## src/rtl/quad_encoder_pkg.sv

```systemverilog
`default_nettype none
// ============================================================================
// Module      : quad_encoder_pkg
// Description : Shared types and helpers for the quadrature encoder bank:
//               step direction enum, AB transition decoder and the
//               accumulator width helper.
// Revision    : 1.0 - initial release
// ============================================================================
package quad_encoder_pkg;

  // Result of comparing two consecutive AB samples
  typedef enum logic [1:0] {
    DIR_NONE = 2'd0,
    DIR_CW   = 2'd1,
    DIR_CCW  = 2'd2,
    DIR_ERR  = 2'd3
  } dir_t;

  // Signed accumulator must hold +/-STEPS_PER_DETENT plus a sign bit
  function automatic int acc_width(input int steps);
    return $clog2(steps) + 2;
  endfunction

  // Classify one AB transition ({A,B} order); A leading B is clockwise
  function automatic dir_t decode(input logic [1:0] prev, input logic [1:0] cur);
    dir_t dir;
    dir = DIR_NONE;
    if ((prev ^ cur) == 2'b11) begin
      dir = DIR_ERR;
    end else if (prev != cur) begin
      case ({prev, cur})
        4'b00_10, 4'b10_11, 4'b11_01, 4'b01_00: dir = DIR_CW;
        default:                                 dir = DIR_CCW;
      endcase
    end
    return dir;
  endfunction

endpackage
`default_nettype wire

```

## src/rtl/quad_channel.sv

```systemverilog
`default_nettype none
// ============================================================================
// Module      : quad_channel
// Description : One quadrature channel: AB history, signed step accumulator,
//               detent pulses, position counter and sticky error flag.
// Revision    : 1.0 - initial release
// ============================================================================
module quad_channel
  import quad_encoder_pkg::*;
#(
  parameter int COUNT_W          = 8,
  parameter int STEPS_PER_DETENT = 4,
  parameter int WRAP             = 1
) (
  input  logic               clk_i,
  input  logic               rst_i,
  input  logic               a_i,
  input  logic               b_i,
  input  logic               clear_i,
  output logic               left_o,
  output logic               right_o,
  output logic [COUNT_W-1:0] count_o,
  output logic               error_o
);

  localparam int                        ACC_W      = acc_width(STEPS_PER_DETENT);
  localparam logic signed [ACC_W-1:0]   c_ACC_ONE  = ACC_W'(1);
  localparam logic signed [ACC_W-1:0]   c_ACC_LAST = ACC_W'(STEPS_PER_DETENT - 1);
  localparam logic        [COUNT_W-1:0] c_CNT_ONE  = COUNT_W'(1);
  localparam logic        [COUNT_W-1:0] c_CNT_MAX  = '1;

  logic                      valid_q;
  logic [1:0]                cur_q;
  logic [1:0]                prev_q;
  logic signed [ACC_W-1:0]   acc_q,   acc_d;
  logic [COUNT_W-1:0]        count_q, count_d;
  logic                      err_q,   err_d;
  logic                      left_q,  left_d;
  logic                      right_q, right_d;
  dir_t                      step_dir;
  logic [COUNT_W-1:0]        count_inc;
  logic [COUNT_W-1:0]        count_dec;

  // Saturating variants only differ at the limits; the pulse is still emitted
  assign count_inc = ((WRAP != 0) || (count_q != c_CNT_MAX)) ? count_q + c_CNT_ONE : count_q;
  assign count_dec = ((WRAP != 0) || (count_q != '0))        ? count_q - c_CNT_ONE : count_q;

  // Decode last transition, advance accumulator and emit detent pulses
  always_comb begin
    step_dir = decode(prev_q, cur_q);
    acc_d    = acc_q;
    count_d  = count_q;
    err_d    = err_q;
    left_d   = 1'b0;
    right_d  = 1'b0;
    if (valid_q) begin
      unique case (step_dir)
        DIR_CW: begin
          if (acc_q == c_ACC_LAST) begin
            acc_d   = '0;
            right_d = 1'b1;
            count_d = count_inc;
          end else begin
            acc_d = acc_q + c_ACC_ONE;
          end
        end
        DIR_CCW: begin
          if (acc_q == -c_ACC_LAST) begin
            acc_d   = '0;
            left_d  = 1'b1;
            count_d = count_dec;
          end else begin
            acc_d = acc_q - c_ACC_ONE;
          end
        end
        DIR_ERR: begin
          acc_d = '0;
          err_d = 1'b1;
        end
        default: ;
      endcase
    end
    // Clear wipes state and swallows the pulse, but a fresh error still lands
    if (clear_i) begin
      acc_d   = '0;
      count_d = '0;
      left_d  = 1'b0;
      right_d = 1'b0;
      err_d   = valid_q && (step_dir == DIR_ERR);
    end
  end

  // State registers; first edge after reset only captures the pins
  always_ff @(posedge clk_i or posedge rst_i) begin
    if (rst_i) begin
      valid_q <= 1'b0;
      cur_q   <= '0;
      prev_q  <= '0;
      acc_q   <= '0;
      count_q <= '0;
      err_q   <= 1'b0;
      left_q  <= 1'b0;
      right_q <= 1'b0;
    end else begin
      if (!valid_q) begin
        valid_q <= 1'b1;
        cur_q   <= {a_i, b_i};
        prev_q  <= {a_i, b_i};
      end else begin
        prev_q  <= cur_q;
        cur_q   <= {a_i, b_i};
      end
      acc_q   <= acc_d;
      count_q <= count_d;
      err_q   <= err_d;
      left_q  <= left_d;
      right_q <= right_d;
    end
  end

  assign left_o  = left_q;
  assign right_o = right_q;
  assign count_o = count_q;
  assign error_o = err_q;

endmodule
`default_nettype wire

```

## src/rtl/quad_encoder_bank.sv

```systemverilog
`default_nettype none
// ============================================================================
// Module      : quad_encoder_bank
// Description : Bank of independent quadrature decoders. Each channel turns a
//               debounced A/B pair into CW/CCW detent pulses, a position
//               counter and a sticky illegal-transition flag.
//               STEPS_PER_DETENT must be 1, 2 or 4.
// Revision    : 1.0 - initial release
// ============================================================================
module quad_encoder_bank
  import quad_encoder_pkg::*;
#(
  parameter int CHANNELS         = 4,
  parameter int COUNT_W          = 8,
  parameter int STEPS_PER_DETENT = 4,
  parameter int WRAP             = 1
) (
  input  logic                        i_Clk,
  input  logic                        i_Rst,
  input  logic [CHANNELS-1:0]         i_A,
  input  logic [CHANNELS-1:0]         i_B,
  input  logic [CHANNELS-1:0]         i_Clear,
  output logic [CHANNELS-1:0]         o_Left,
  output logic [CHANNELS-1:0]         o_Right,
  output logic [CHANNELS*COUNT_W-1:0] o_Count,
  output logic [CHANNELS-1:0]         o_Error
);

  for (genvar c = 0; c < CHANNELS; c++) begin : g_ch
    quad_channel #(
      .COUNT_W          (COUNT_W),
      .STEPS_PER_DETENT (STEPS_PER_DETENT),
      .WRAP             (WRAP)
    ) u_ch (
      .clk_i   (i_Clk),
      .rst_i   (i_Rst),
      .a_i     (i_A[c]),
      .b_i     (i_B[c]),
      .clear_i (i_Clear[c]),
      .left_o  (o_Left[c]),
      .right_o (o_Right[c]),
      .count_o (o_Count[c*COUNT_W +: COUNT_W]),
      .error_o (o_Error[c])
    );
  end

endmodule
`default_nettype wire

```

## config.mk

```make
export PLATFORM = sky130hd
export DESIGN_NAME = quad_encoder_bank
export DESIGN_NICKNAME = d
export VERILOG_FILES = /design/src/rtl/quad_encoder_pkg.sv /design/src/rtl/quad_channel.sv /design/src/rtl/quad_encoder_bank.sv
export SDC_FILE = /design/constraint.sdc
export NUM_CORES = 1
export LEC_CHECK = 0
export BUFFER_PORTS_ARGS = -buffer_cell sky130_fd_sc_hd__buf_2
export CAP_MARGIN = 20
export CORE_MARGIN = 3
export CORE_UTILIZATION = 50
export CTS_CLUSTER_DIAMETER = 30
export DETAILED_ROUTE_END_ITERATION = 16
export PLACE_DENSITY = 0.77
export RECOVER_POWER = 50
export REMOVE_ABC_BUFFERS = 1
export SYNTH_ARGS = -nofsm -noshare
export SYNTH_HDL_FRONTEND = slang
export SYNTH_HIERARCHICAL = 1
export SYNTH_SLANG_ARGS = --single-unit
export TNS_END_PERCENT = 10
```

## constraint.sdc

```tcl
create_clock -name i_Clk -period 6.1 [get_ports i_Clk]
set_clock_uncertainty 0.1 [all_clocks]
set_input_delay 1.525 -clock i_Clk [delete_from_list [all_inputs] [get_ports i_Clk]]
set_output_delay 1.525 -clock i_Clk [all_outputs]
set_load 0.02 [all_outputs]
```

==> results of run 1 <==
## layout by cell type (no fill, tap or decap), types with 11 or more instances in the layout
master / netlist / routed
o21ai_0: 43 / 43
xor2_1: 11 / 11
clkbuf_8: 0 / 11
nand2_1: 63 / 63
ha_1: 44 / 44
o21a_1: 14 / 14
a21o_1: 15 / 15
a21oi_1: 32 / 32
xnor2_1: 11 / 11
nor2_1: 21 / 21
nand3_1: 19 / 19
dfrtp_1: 80 / 80
nor3_1: 11 / 11
buf_2: 2 / 47
clkbuf_1: 5 / 14
inv_1: 44 / 44
## per-layer routing
layer  vias up  part of all wire  global-route usage
li1       2115                 -                   -
met1      2128              0.45               0.237
met3        20             0.028              0.0346
met4         0             0.025              0.0917
met2        83              0.50               0.339
met5         -                 0                   0
## worst register-to-register path, stage by stage, from the launching register on
cell and delay [ps]:
dfrtp_1 450, nand2_1 120, o21ai_0 70, o21ai_0 240, ha_1 560, inv_1 250, fa_1 460, nor2b_1 180
o31a_1 180, o21a_1 150, nor3_1 50, o31ai_1 270
## kinds of logic after synthesis
| logic type | count (synthesis) |
|---|---|
| fa+ha+maj | 48 |
| mux | 20 |
| buf+inv | 61 |
| compound gates | 165 |
| other cells | 4 |
| simple gates | 161 |
| xor+xnor | 22 |
| flops | 80 |
## sequential cells by signal (all words and copies together) (netlist names)
register	flops
g_ch.u_ch/valid_q	4
g_ch.u_ch/left_o	4
g_ch.u_ch/count_o	32
g_ch.u_ch/error_o	4
g_ch.u_ch/prev_q	8
g_ch.u_ch/acc_q	16
g_ch.u_ch/right_o	4
g_ch.u_ch/cur_q	8
## metrics by stage
| step | instances | hold WS [ps] | setup WS (ps) |
|---|---|---|---|
| after floorplan | 544 | 424 | 3230 |
| after global placement | 737 | 388 | 3070 |
| after detailed placement | 737 | 394 | 2920 |
| after CTS | 752 | 413 | 2890 |
| after global routing | 752 | 443 | 2630 |
| final | 752 | 417 | 2930 |
## area by class of cell
type | count | area [sq um]
clock buffers | 15 | 166
repair buffers | 57 | 273
flip-flops and latches | 80 | 2000
fillers | 966 | 4530
inverters | 44 | 165
well taps | 136 | 170
multi-input cells | 420 | 3110
## worst paths after layout
| path | start | to | slack [ps] | cells past startpoint |
|---|---|---|---|---|
| worst max-delay path | g_ch[1].u_ch/prev_q[1] | g_ch[1].u_ch/count_o[6] | 2930 | 11 |
| min in group asynchronous | i_Rst | g_ch[0].u_ch/count_o[2] | 1250 | 2 |
| worst max register to register | g_ch[1].u_ch/prev_q[1] | g_ch[1].u_ch/count_o[6] | 2930 | 11 |
| worst min-delay path | g_ch[1].u_ch/count_o[3] | g_ch[1].u_ch/count_o[3] | 420 | 2 |
| max in group asynchronous | i_Rst | g_ch[2].u_ch/cur_q[0] | 4140 | 2 |
| worst min register to register | g_ch[1].u_ch/count_o[3] | g_ch[1].u_ch/count_o[3] | 420 | 2 |
## power groups by stage
stage          Sequential (mW)  Clock [mW]  Combinational, mW
2_1_floorplan            0.613           0              0.251
3_3_place_gp             0.611           0              0.313
3_5_place_dp             0.614           0              0.326
4_1_cts                  0.604       0.373              0.328
5_1_grt                  0.611       0.393              0.369
6_report                 0.605       0.358              0.326
## cell usage after synthesis (all sizes together), types with 10 or more instances
master and instances:
xnor2 11, a21o 15, buf 11, mux2 10, inv 44, nor2b 10
mux2i 10, nor3 11, nand2 66, o21a 14, xor2 11, a21oi 35
ha 44, dfrtp 80, o21ai 43, nor2 21, nand3 19
==> results.py, run 1 <==
metrics = {
    "drt": {
        "wl_per_cell_microns": 14.7,
        "drt-initial-drc-count": 216,
        "first_pass_iters": 5,
        "num_vias": 4346,
        "antenna_left": 0,
        "drt-total-wl_mm": 11.1,
        "drc": 0,
        "routed_via_density": 5.78,
    },
    "timing": {
        "worstMarginPinSlew_ps": 776,
        "fmax_ghz": 0.315,
        "setup_viol": 0,
        "finalCriticalPeriod_ps": 3170,
        "slew_viol_final": 0,
        "rsz0062_at_grt": "no",
        "slew_headroom": 0.482,
        "finalSetupTns_ps": 0,
        "finalCritPeriodShare": 0.520,
        "hold_violations": 0,
    },
    "power_and_ir_drop": {
        "ir_drop_mv": 0.147,
        "switching_share": 0.327,
        "p_seq_frac": 0.469,
        "power.static_leakage_nw": 2.75,
        "totalPowerFinal_mw": 1.29,
        "p_comb_frac": 0.253,
        "power_density_nw_per_um2": 219,
        "p_clk_frac": 0.278,
        "power.internal_mw": 0.866,
        "p_switching_mw": 0.422,
    },
    "floorplan": {
        "rows": 37,
        "fp.dieArea_sq_um": 12000,
        "fp.coreArea_sq_um": 10400,
        "die-width_microns": 110,
        "start_util": 0.517,
        "die_h_microns": 110,
        "io_pins": 58,
    },
    "global_routing": {
        "grt_max_degree": 21,
        "grt.total_usage": 0.196,
        "grt_antenna_before_repair": 0,
        "grt_pass1_vias": 4213,
        "overflow": 0,
        "grt_first_pass_wirelength_mm": 18.9,
    },
    "setup_path": {
        "crit_path_end_kind": "register",
        "critPathTopFamily": "adder cells",
        "critPathLaunchType": "register",
        "worst_path_most_repeated_cell": "o21ai_0",
        "crit_chain": "nand2_1 > o21ai_0 > o21ai_0 > ha_1 > inv_1 > fa_1 > nor2b_1 > o31a_1 > o21a_1 > nor3_1 > o31ai_1",
        "critical_path_class": "register to register",
        "slowest_stage": "ha_1",
        "path_buf_inv": 1,
        "cp.arrival_ps": 3320,
        "cpPeakStageDelay_ps": 560,
        "worstPathRequired_ps": 6250,
        "worstPathMaxFanout": 14,
    },
    "placed_design": {
        "numPortBuffers": 57,
        "gp_congestion": 0.906,
        "dp_hpwl_mm": 8.35,
        "postPlaceCellArea_sq_um": 5740,
    },
    "synth": {
        "yosysTopAreaCell": "dfrtp_1",
        "synth_compound_area_frac": 0.220,
        "yosys.area_share.simple": 0.163,
        "synth_top_family_by_area": "compound AO/OA/AOI/OAI gates",
        "yosys_warnings": 6,
        "yosys_most_used_dff": "dfrtp_1",
        "syn_area_sq_um": 5380,
        "synth_edf_count": 0,
        "yosysTopAreaCellShare": 0.372,
        "synthTopCellsByArea": "dfrtp_1 37%, ha_1 10%, nand2_1 4.4%",
        "synth-seq-cells": 80,
        "synthAdderAreaFrac": 0.117,
        "avgSynthCellArea_sq_um": 9.59,
        "synthXorXnorAreaFrac": 0.0358,
        "async_flop_share": 1.00,
        "ys_seq_area_frac": 0.372,
        "netlist_instances": 561,
        "synth.distinct_cells": 52,
        "muxShareOfSynthArea": 0.0395,
    },
    "final_layout": {
        "fin_nets": 674,
        "area_growth_pct": 9.44,
        "post-route-cell-area_sq_um": 5890,
        "utilization": 0.566,
        "drive_gt1_frac": 0.144,
        "diodes": 0,
    },
    "run": {
        "cap_violations": 0,
    },
    "clocking": {
        "cts-root-buf": "clkbuf_8",
        "postCtsHoldBufs": 0,
        "cts_made_buffers": 9,
        "htreeDepth": 3,
        "clk_pin_slew_ps": 80,
        "clock-sinks": 80,
        "cts_setup_buffers": 0,
        "cts_tree": "built",
        "clk_latency_ps": 350,
        "cts_buffer_depth": 2,
        "postCtsResizedCells": 0,
    },
    "hold_path": {
        "hold_class": "register to register",
    },
    "outcome": {
        "status": "finished, final reports clean",
    },
}
Power figures use the tool's default switching activity.
==> run 2, diff against run 1 <==
--- a/config.mk
+++ b/config.mk
@@ -5,13 +5,14 @@
 export SDC_FILE = /design/constraint.sdc
 export NUM_CORES = 1
 export LEC_CHECK = 0
+export ABC_AREA = 1
 export BUFFER_PORTS_ARGS = -buffer_cell sky130_fd_sc_hd__buf_2
 export CAP_MARGIN = 20
 export CORE_MARGIN = 3
 export CORE_UTILIZATION = 50
 export CTS_CLUSTER_DIAMETER = 30
 export DETAILED_ROUTE_END_ITERATION = 16
-export PLACE_DENSITY = 0.77
+export PLACE_DENSITY = 0.79
 export RECOVER_POWER = 50
 export REMOVE_ABC_BUFFERS = 1
 export SYNTH_ARGS = -nofsm -noshare
==> constraint.sdc (replaced) <==
create_clock -name i_Clk -period 2.8 [get_ports i_Clk]
set_clock_uncertainty 0.1 [all_clocks]
set_input_delay 0.7 -clock i_Clk [delete_from_list [all_inputs] [get_ports i_Clk]]
set_output_delay 0.7 -clock i_Clk [all_outputs]
set_load 0.02 [all_outputs]
==> run 2 against run 1 <==
Sequential share of layout area down 1.7 points; final cell count up 34%; power rose to 2.9 times the previous value; routed wire length up 6.5%; sequential power up 140%; synthesized cell count up 42%; sequential cell count unchanged; final area up 5.4%; critical path type unchanged; highest routed layer unchanged.
==> results.py, run 2 <==
metrics = {
    "outcome": {
        "status": "finished, final reports clean",
    },
    "timing": {
        "slew_viol_final": 0,
        "finalCriticalPeriod_ps": 2580,
        "setup_viol": 0,
        "finalCritPeriodShare": 0.922,
        "worstMarginPinSlew_ps": 804,
        "slew_headroom": 0.463,
        "rsz0062_at_grt": "yes",
        "hold_ws_ps": 362,
        "hold_violations": 0,
        "worst_slack_ps": 219,
        "fmax_ghz": 0.387,
    },
    "setup_path": {
        "reg2reg_depth": 15,
        "critPathLaunchType": "register",
        "worstPathRequired_ps": 2950,
        "critPathLaunch": "g_ch[0].u_ch/cur_q[0]",
        "crit_path_end_kind": "register",
        "cp-endpoint": "g_ch[0].u_ch/count_o[5]",
        "reg2reg_to": "g_ch[0].u_ch/count_o[5]",
        "critical_path_class": "register to register",
        "cp.arrival_ps": 2730,
        "worstReg2RegStart": "g_ch[0].u_ch/cur_q[0]",
        "worstPathMaxFanout": 10,
        "rrSetupSlack_ps": 220,
    },
    "global_routing": {
        "overflow": 0,
        "grt_max_degree": 21,
        "grt_antenna_before_repair": 0,
        "grt_pass1_vias": 4629,
        "grt_first_pass_wirelength_mm": 20.6,
        "grt.total_usage": 0.197,
    },
    "drt": {
        "first_pass_iters": 5,
        "route.met2.wl_mm": 5.42,
        "top_layer_used": "met4",
        "routed_via_density": 5.03,
        "num_vias": 5057,
        "met1_length_mm": 5.76,
        "drt-initial-drc-count": 339,
        "drt-total-wl_mm": 11.8,
        "wl_met3_microns": 373,
        "wl_per_cell_microns": 11.7,
        "drc": 0,
        "antenna_left": 0,
    },
    "hold_path": {
        "hold_depth": 1,
        "hold_class": "input port to register",
    },
    "synth": {
        "synth.distinct_cells": 20,
        "synth_common_cells": "296 x nand2_1, 120 x inv_1, 84 x nand3_1, 80 x dfrtp_1, 44 x ha_1",
        "synth_edf_count": 0,
        "yosys_warnings": 6,
        "yosysTopAreaCell": "dfrtp_1",
        "async_flop_share": 1.00,
        "avgSynthCellArea_sq_um": 7.00,
        "yosys_most_used_dff": "dfrtp_1",
        "yosysMostFrequentCell": "nand2_1",
        "syn_area_sq_um": 5570,
        "synthTopCellsByArea": "dfrtp_1 36%, nand2_1 20%, ha_1 9.9%",
        "yosysTopAreaCellShare": 0.359,
        "ys_seq_area_frac": 0.359,
        "synth-seq-cells": 80,
        "netlist_instances": 796,
    },
    "power_and_ir_drop": {
        "power.internal_mw": 2.22,
        "p_clk_frac": 0.219,
        "switching_share": 0.406,
        "p_switching_mw": 1.52,
        "power_density_nw_per_um2": 602,
        "power.static_leakage_nw": 3.73,
        "p_seq_frac": 0.388,
        "ir_drop_mv": 0.243,
        "p_comb_frac": 0.393,
    },
    "final_layout": {
        "multi_input_area_sq_um": 3070,
        "drive_gt1_frac": 0.119,
        "diodes": 0,
        "fin_nets": 926,
        "final_cell_mix": "295 x nand2_1, 120 x inv_1, 84 x nand3_1, 80 x dfrtp_1, 49 x buf_2",
        "largest_register_ff_count": 32,
        "utilization": 0.588,
        "seqCellArea_sq_um": 2000,
        "post-route-cell-area_sq_um": 6210,
        "area_growth_pct": 11.4,
        "fillers": 1012,
        "layout_commonest_cell": "nand2_1",
    },
    "floorplan": {
        "die-width_microns": 112,
        "die_h_microns": 112,
        "start_util": 0.528,
        "fp.dieArea_sq_um": 12400,
        "fp.coreArea_sq_um": 10600,
        "io_pins": 58,
        "rows": 37,
    },
    "clocking": {
        "cts_made_buffers": 9,
        "cts_buffer_depth": 2,
        "postCtsHoldBufs": 0,
        "htreeDepth": 3,
        "clock-sinks": 80,
        "clk_latency_ps": 360,
        "cts-root-buf": "clkbuf_8",
        "clk_pin_slew_ps": 80,
        "cts_tree": "built",
    },
    "placed_design": {
        "place_ws_ps": 156,
        "numPortBuffers": 57,
        "gp_congestion": 0.885,
        "postPlaceCellArea_sq_um": 6030,
        "dp_hpwl_mm": 8.93,
    },
    "run": {
        "cap_violations": 0,
    },
}
==> run 2: metal layers <==
| layer | vias up | track usage |
|---|---|---|
| met5 | - | 0 |
| met2 | 105 | 0.314 |
| met1 | 2324 | 0.269 |
| met4 | 0 | 0.0860 |
| met3 | 20 | 0.0272 |
| li1 | 2608 | - |
==> run 2: timing repair <==
action	4_1_cts	5_1_grt
resized for setup	0	4
setup endpoints to repair	0	11
setup buffers	0	0
==> run 2: area by class of cell <==
cell class / instances / area share
Multi-Input combinational cell: 584 / 0.494
Sequential cell: 80 / 0.323
Inverter: 128 / 0.0774
Timing Repair Buffer: 61 / 0.0486
Tap cell: 136 / 0.0274
Clock buffer: 13 / 0.0272
Clock inverter: 3 / 0.00242
==> run 2: critical path, stage by stage (launching register included) <==
cell and delay, ps:
dfrtp_1 390, inv_1 70, nand2_1 60, nand2_1 60
or2_2 290, nand2_1 80, inv_1 40, ha_1 320
ha_1 380, or2_2 320, nand3_1 120, nand2_1 60
nand2_1 50, nand2_1 40, nand2_1 50, nand2_1 40
==> run 2: power by group through the flow <==
| stage | combinational [mW] | clock, mW | sequential, mW |
|---|---|---|---|
| final | 1.47 | 0.819 | 1.45 |
| after global routing | 1.70 | 0.892 | 1.48 |
| after CTS | 1.47 | 0.845 | 1.45 |
| after detailed placement | 1.46 | 0 | 1.47 |
| after global placement | 1.42 | 0 | 1.47 |
| after floorplan | 1.05 | 0 | 1.52 |
==> run 2: worst min path at each step <==
stage | from | to | slack (ps)
2_1_floorplan | g_ch[0].u_ch/valid_q | g_ch[0].u_ch/prev_q[1] | 390
3_3_place_gp | g_ch[2].u_ch/error_o | g_ch[2].u_ch/error_o | 370
3_5_place_dp | g_ch[2].u_ch/error_o | g_ch[2].u_ch/error_o | 390
4_1_cts | i_A[1] | g_ch[1].u_ch/cur_q[1] | 340
5_1_grt | i_A[1] | g_ch[1].u_ch/cur_q[1] | 350
6_report | i_A[1] | g_ch[1].u_ch/cur_q[1] | 360
==> run 2: kinds of logic after synthesis <==
logic type                 Yosys count  share of synthesized area
and+or+nand+nor                    464                      0.356
buffers and inverters              132                     0.0916
DFF                                 80                      0.359
adders and majority gates           48                      0.113
AOI/OAI and AO/OA                   44                     0.0395
xor gates and xnor gates            24                     0.0377
other                                4                    0.00269
==> run 2: stage by stage <==
step           total power, mW  setup TNS, ps  instances
2_1_floorplan             2.57              0        792
3_3_place_gp              2.89              0        989
3_5_place_dp              2.93              0        989
4_1_cts                   3.76              0       1005
5_1_grt                   4.07          -4.45       1005
6_report                  3.74              0       1005
